`config.mk`:
```
export PLATFORM = sky130hd
export DESIGN_NAME = vec_mem_ctrl
export DESIGN_NICKNAME = d
export VERILOG_FILES = /design/src/rtl/vec_mem_ctrl.sv
export SDC_FILE = /design/constraint.sdc
export NUM_CORES = 1
export LEC_CHECK = 0
export CORE_UTILIZATION = 55
export CTS_CLUSTER_DIAMETER = 30
export DETAILED_ROUTE_END_ITERATION = 6
export PLACE_DENSITY = 0.93
export SLEW_MARGIN = 20
export SYNTH_ARGS = -nofsm -noshare
export SYNTH_HDL_FRONTEND = slang
export SYNTH_SLANG_ARGS = --single-unit
```
`constraint.sdc`:
```
create_clock -name clk -period 2.8 [get_ports clk]
set_input_delay 0.28 -clock clk [delete_from_list [all_inputs] [get_ports clk]]
set_output_delay 0.28 -clock clk [all_outputs]
set_load 0.03 [all_outputs]
```
`src/rtl/vec_mem_ctrl.sv`:
```
// Vector load/store initiator for the 8-bit x 64-entry data RAM.
// Moves LANES elements between the vector datapath and consecutive RAM addresses, one per cycle.
module vec_mem_ctrl #(
  parameter int LANES   = 4,
  parameter int RAM_LAT = 1
) (
  input  logic               clk,
  input  logic               rst,
  input  logic               start,
  input  logic               op,
  input  logic [5:0]         base_addr,
  input  logic [8*LANES-1:0] vec_in,
  output logic               busy,
  output logic               done,
  output logic [8*LANES-1:0] vec_out,
  output logic [7:0]         ram_data,
  output logic [5:0]         ram_read_addr,
  output logic [5:0]         ram_write_addr,
  output logic               ram_write_enable,
  input  logic [7:0]         ram_q
);

  localparam int CW = $clog2(LANES + RAM_LAT + 2) + 1;

  typedef enum logic [2:0] {IDLE, STORE, LOAD_ISSUE, LOAD_DRAIN, DONE} state_t;

  state_t             state, state_next;
  logic [CW-1:0]      cyc, cyc_next;
  logic [5:0]         base_r, base_next;
  logic [8*LANES-1:0] vec_r, vec_next;
  logic [8*LANES-1:0] shadow, shadow_next;
  logic [8*LANES-1:0] vec_out_next;
  logic [7:0]         ram_data_next;
  logic [5:0]         rd_addr_next, wr_addr_next;
  logic               busy_next, done_next, we_next;

  always_ff @(posedge clk) begin
    if (rst) begin
      state            <= IDLE;
      cyc              <= '0;
      base_r           <= '0;
      vec_r            <= '0;
      shadow           <= '0;
      vec_out          <= '0;
      ram_data         <= '0;
      ram_read_addr    <= '0;
      ram_write_addr   <= '0;
      ram_write_enable <= 1'b0;
      busy             <= 1'b0;
      done             <= 1'b0;
    end else begin
      state            <= state_next;
      cyc              <= cyc_next;
      base_r           <= base_next;
      vec_r            <= vec_next;
      shadow           <= shadow_next;
      vec_out          <= vec_out_next;
      ram_data         <= ram_data_next;
      ram_read_addr    <= rd_addr_next;
      ram_write_addr   <= wr_addr_next;
      ram_write_enable <= we_next;
      busy             <= busy_next;
      done             <= done_next;
    end
  end

  // cyc holds the cycle number since accept; the element presented next cycle is index cyc.
  always_comb begin
    state_next    = state;
    cyc_next      = cyc + CW'(1);
    base_next     = base_r;
    vec_next      = vec_r;
    shadow_next   = shadow;
    vec_out_next  = vec_out;
    ram_data_next = ram_data;
    rd_addr_next  = ram_read_addr;
    wr_addr_next  = ram_write_addr;

    // Lane i returns RAM_LAT cycles after its address was presented in cycle i+1.
    if (state == LOAD_ISSUE || state == LOAD_DRAIN) begin
      for (int unsigned l = 0; l < LANES; l++) begin
        if (int'(cyc) == int'(l) + 1 + RAM_LAT)
          shadow_next[8*l +: 8] = ram_q;
      end
    end

    case (state)
      IDLE: begin
        cyc_next = '0;
        if (start) begin
          cyc_next  = CW'(1);
          base_next = base_addr;
          vec_next  = vec_in;
          if (op) begin
            state_next    = STORE;
            wr_addr_next  = base_addr;
            ram_data_next = vec_in[7:0];
          end else begin
            state_next   = LOAD_ISSUE;
            rd_addr_next = base_addr;
          end
        end
      end
      STORE: begin
        if (cyc == CW'(LANES)) begin
          state_next = DONE;
        end else begin
          wr_addr_next = base_r + 6'(cyc);
          for (int unsigned l = 0; l < LANES; l++) begin
            if (int'(cyc) == int'(l))
              ram_data_next = vec_r[8*l +: 8];
          end
        end
      end
      LOAD_ISSUE: begin
        if (cyc == CW'(LANES)) begin
          if (RAM_LAT == 0) begin
            state_next   = DONE;
            vec_out_next = shadow_next;
          end else begin
            state_next = LOAD_DRAIN;
          end
        end else begin
          rd_addr_next = base_r + 6'(cyc);
        end
      end
      LOAD_DRAIN: begin
        if (cyc == CW'(LANES + RAM_LAT)) begin
          state_next   = DONE;
          vec_out_next = shadow_next;
        end
      end
      DONE: begin
        state_next = IDLE;
        cyc_next   = '0;
      end
      default: begin
        state_next = IDLE;
        cyc_next   = '0;
      end
    endcase

    busy_next = (state_next != IDLE);
    done_next = (state_next == DONE);
    we_next   = (state_next == STORE);
  end

endmodule
```
==> impl_metrics.json <==
{
  "status": "complete, but fails checks",
  "violations": "DRC",
  "arrival_ns": 2.67,
  "io_pins": 105,
  "fmax_ghz": 0.4404,
  "yosysWarningCount": 0,
  "wl_per_cell_um": 17.86,
  "synth.distinct_cells": 46,
  "die_h_um": 98.23,
  "yosys.area.top_type_share_pct": 48.75,
  "start_util_pct": 57.55,
  "port_buffers": 104,
  "fillerInstances": 571,
  "drt_iter0_markers": 237,
  "slew_headroom_pct": 43.06,
  "synth-seq-cells": 124,
  "grt_pass1_vias": 4720,
  "drc": 5,
  "cts_resized": 0,
  "cts.path.max_buffers": 2,
  "htreeDepth": 4,
  "clk_latency_ns": 0.53,
  "hold_violations": 0,
  "gp_congestion": 0.8811,
  "setup_tns_ns": 0,
  "path_cells": "inv_1 > ha_1 > or4b_1 > o221ai_1 > a211oi_1 > a211oi_1 > nor3_1",
  "powerDensity_nw_per_um2": 704.0,
  "yosysTopAreaCell": "dfxtp_1",
  "track_usage_pct": 30.51,
  "clk_pin_slew_worst_paths_ns": 0.07,
  "final_core_util_pct": 75.88,
  "syn_inst": 582,
  "finClkSkew_ns": 0.01168,
  "async_flop_share_pct": 0,
  "cap_violations": 0,
  "path_buf_inv": 1,
  "coreArea_um2": 8848,
  "cp_slowest_cell": "or4b_1",
  "dp_hpwl_um": 9042,
  "grt_max_degree": 81,
  "worst_setup_path_start_kind": "flip-flop",
  "cts_tree": "built",
  "synth_area_leaders": "dfxtp_1 49%, mux2i_1 8.1%, nand2_1 7.6%",
  "layout_min_cycle_time_ns": 2.271,
  "critPathMaxFanout": 8,
  "synth_fp_nets": 641,
  "synth_area_per_cell_um2": 8.750,
  "final_nets": 733,
  "leakagePower_nw": 2.506,
  "synth_edf_count": 0,
  "cpPeakStageDelay_ns": 0.61,
  "cts_root_buffer": "clkbuf_8",
  "critPathKind": "reg2reg",
  "die_x_um": 98.23,
  "drive_gt1_share_pct": 7.860,
  "area_growth_pct": 31.84,
  "hold_buffers": 0,
  "netlist_area_um2": 5092,
  "routed_wl_um": 14200,
  "diodes": 0,
  "rsz0062_at_grt": "no",
  "dp_cells": 763,
  "dr.pass1.iters": 7,
  "dieArea_um2": 9648,
  "vdd_drop_max_v": 0.0004625,
  "vias_per_cell": 5.958,
  "vias": 4737,
  "grt_overflow": 0,
  "drtAntennaViolNets": 0,
  "worst_path_dominant_cell_family": "simple AND/OR/NAND/NOR gates",
  "crit_top_cell": "a211oi_1",
  "grt_pass1_wl_um": 22860,
  "final_common_cell": "dfxtp_1",
  "tritoncts_num_sinks": 124,
  "fin_cells": 795,
  "worstPathRequired_ns": 3.20,
  "end_kind": "flip-flop",
  "worst_slew_pin_slew_ns": 0.8541,
  "cts_buffers": 17,
  "drv_slew": 0,
  "mostFrequentLayoutCells": "124 x dfxtp_1, 103 x nand2_1, 103 x clkdlybuf4s50_1",
  "hp-class": "in2reg",
  "fin_crit_sh_pct": 81.10,
  "finalSetupViolCount": 0,
  "rows": 34,
  "antenna_found_initial": 0,
  "synth.yosys.seq_area_share_pct": 48.75,
  "cts_setup_buffers": 0,
  "synthFlopType": "dfxtp_1"
}
[worst paths after layout]
kind	startpoint	cells past startpoint	slack [ns]	endpoint
hold reg to reg	vec_r[23]	2	0.46	vec_r[23]
setup reg to reg	cyc[0]	7	0.53	ram_data[2]
hold / removal	rst	3	0.16	state[0]
setup / recovery	cyc[0]	7	0.53	ram_data[2]
[flip-flops by register name, indices dropped and copies added (netlist names)]
| signal | cells |
|---|---|
| base_r | 6 |
| busy | 1 |
| cyc | 4 |
| done | 1 |
| ram_data | 8 |
| ram_read_addr | 6 |
| ram_write_addr | 6 |
| ram_write_enable | 1 |
| shadow | 24 |
| state | 3 |
| vec_out | 32 |
| vec_r | 32 |
[where the power goes]
group          switching, W  total, W  internal (W)
Sequential        0.0000695   0.00193       0.00186
Clock              0.000908   0.00213       0.00123
Combinational      0.000391  0.000665      0.000274
[cell usage after synthesis (3+ instances only)]
master and n:
buf_4 8, buf_2 12, o221ai_1 4, clkbuf_1 18, xor2_1 3, nand2_1 103
nor2_1 89, a211oi_1 43, dfxtp_1 124, o21ai_0 5, a21oi_1 56, ha_1 8
mux2i_1 41, nand2b_1 4, nor3_1 10, inv_1 9, a221oi_1 4
[layer usage]
metal,vias up,share of wire (%),global-route usage (%)
met3,44,8.2,8.160
met2,229,51,54.17
li1,2183,-,-
met5,-,0,0
met1,2281,38,33.35
met4,0,2.8,15.84
[kinds of logic after synthesis]
group	share of synthesized area [%]
AO/OA/AOI/OAI	15.97
AND/OR/NAND/NOR	19.21
adder cells (fa/ha/maj)	2.359
buffers and inverters	4.791
multiplexers	8.059
XOR/XNOR	0.8601
flip-flops	48.75
[cell type report]
cell class | count | area [um2] | share of cell area (%)
multi-input cells | 409 | 2375 | 35.37
clock buffers | 17 | 414.1 | 6.168
inverters | 9 | 33.78 | 0.5032
well taps | 108 | 135.1 | 2.013
clock inverters | 15 | 167.7 | 2.497
repair buffers | 113 | 1106 | 16.47
flip-flops and latches | 124 | 2482 | 36.97
[tightest hold or removal path, delay by kind of cell]
kind	cells	cell delay [ns]
buffers and inverters	1	0.09
AND/OR/NAND/NOR	2	0.27
[through the flow]
stage          power [W]  hold slack (ns)  instance area, um2  setup WS [ns]
6_report        0.004727           0.1565                6714         0.5293
5_1_grt         0.004879           0.1608                6714         0.4565
4_1_cts         0.004725           0.1433                6714         0.5629
3_3_place_gp    0.002577           0.4378                6132         0.6174
2_1_floorplan   0.002355           0.3995                5092         0.9774
3_5_place_dp    0.002603           0.4444                6132         0.5215
(Power assumes the default switching activity.)
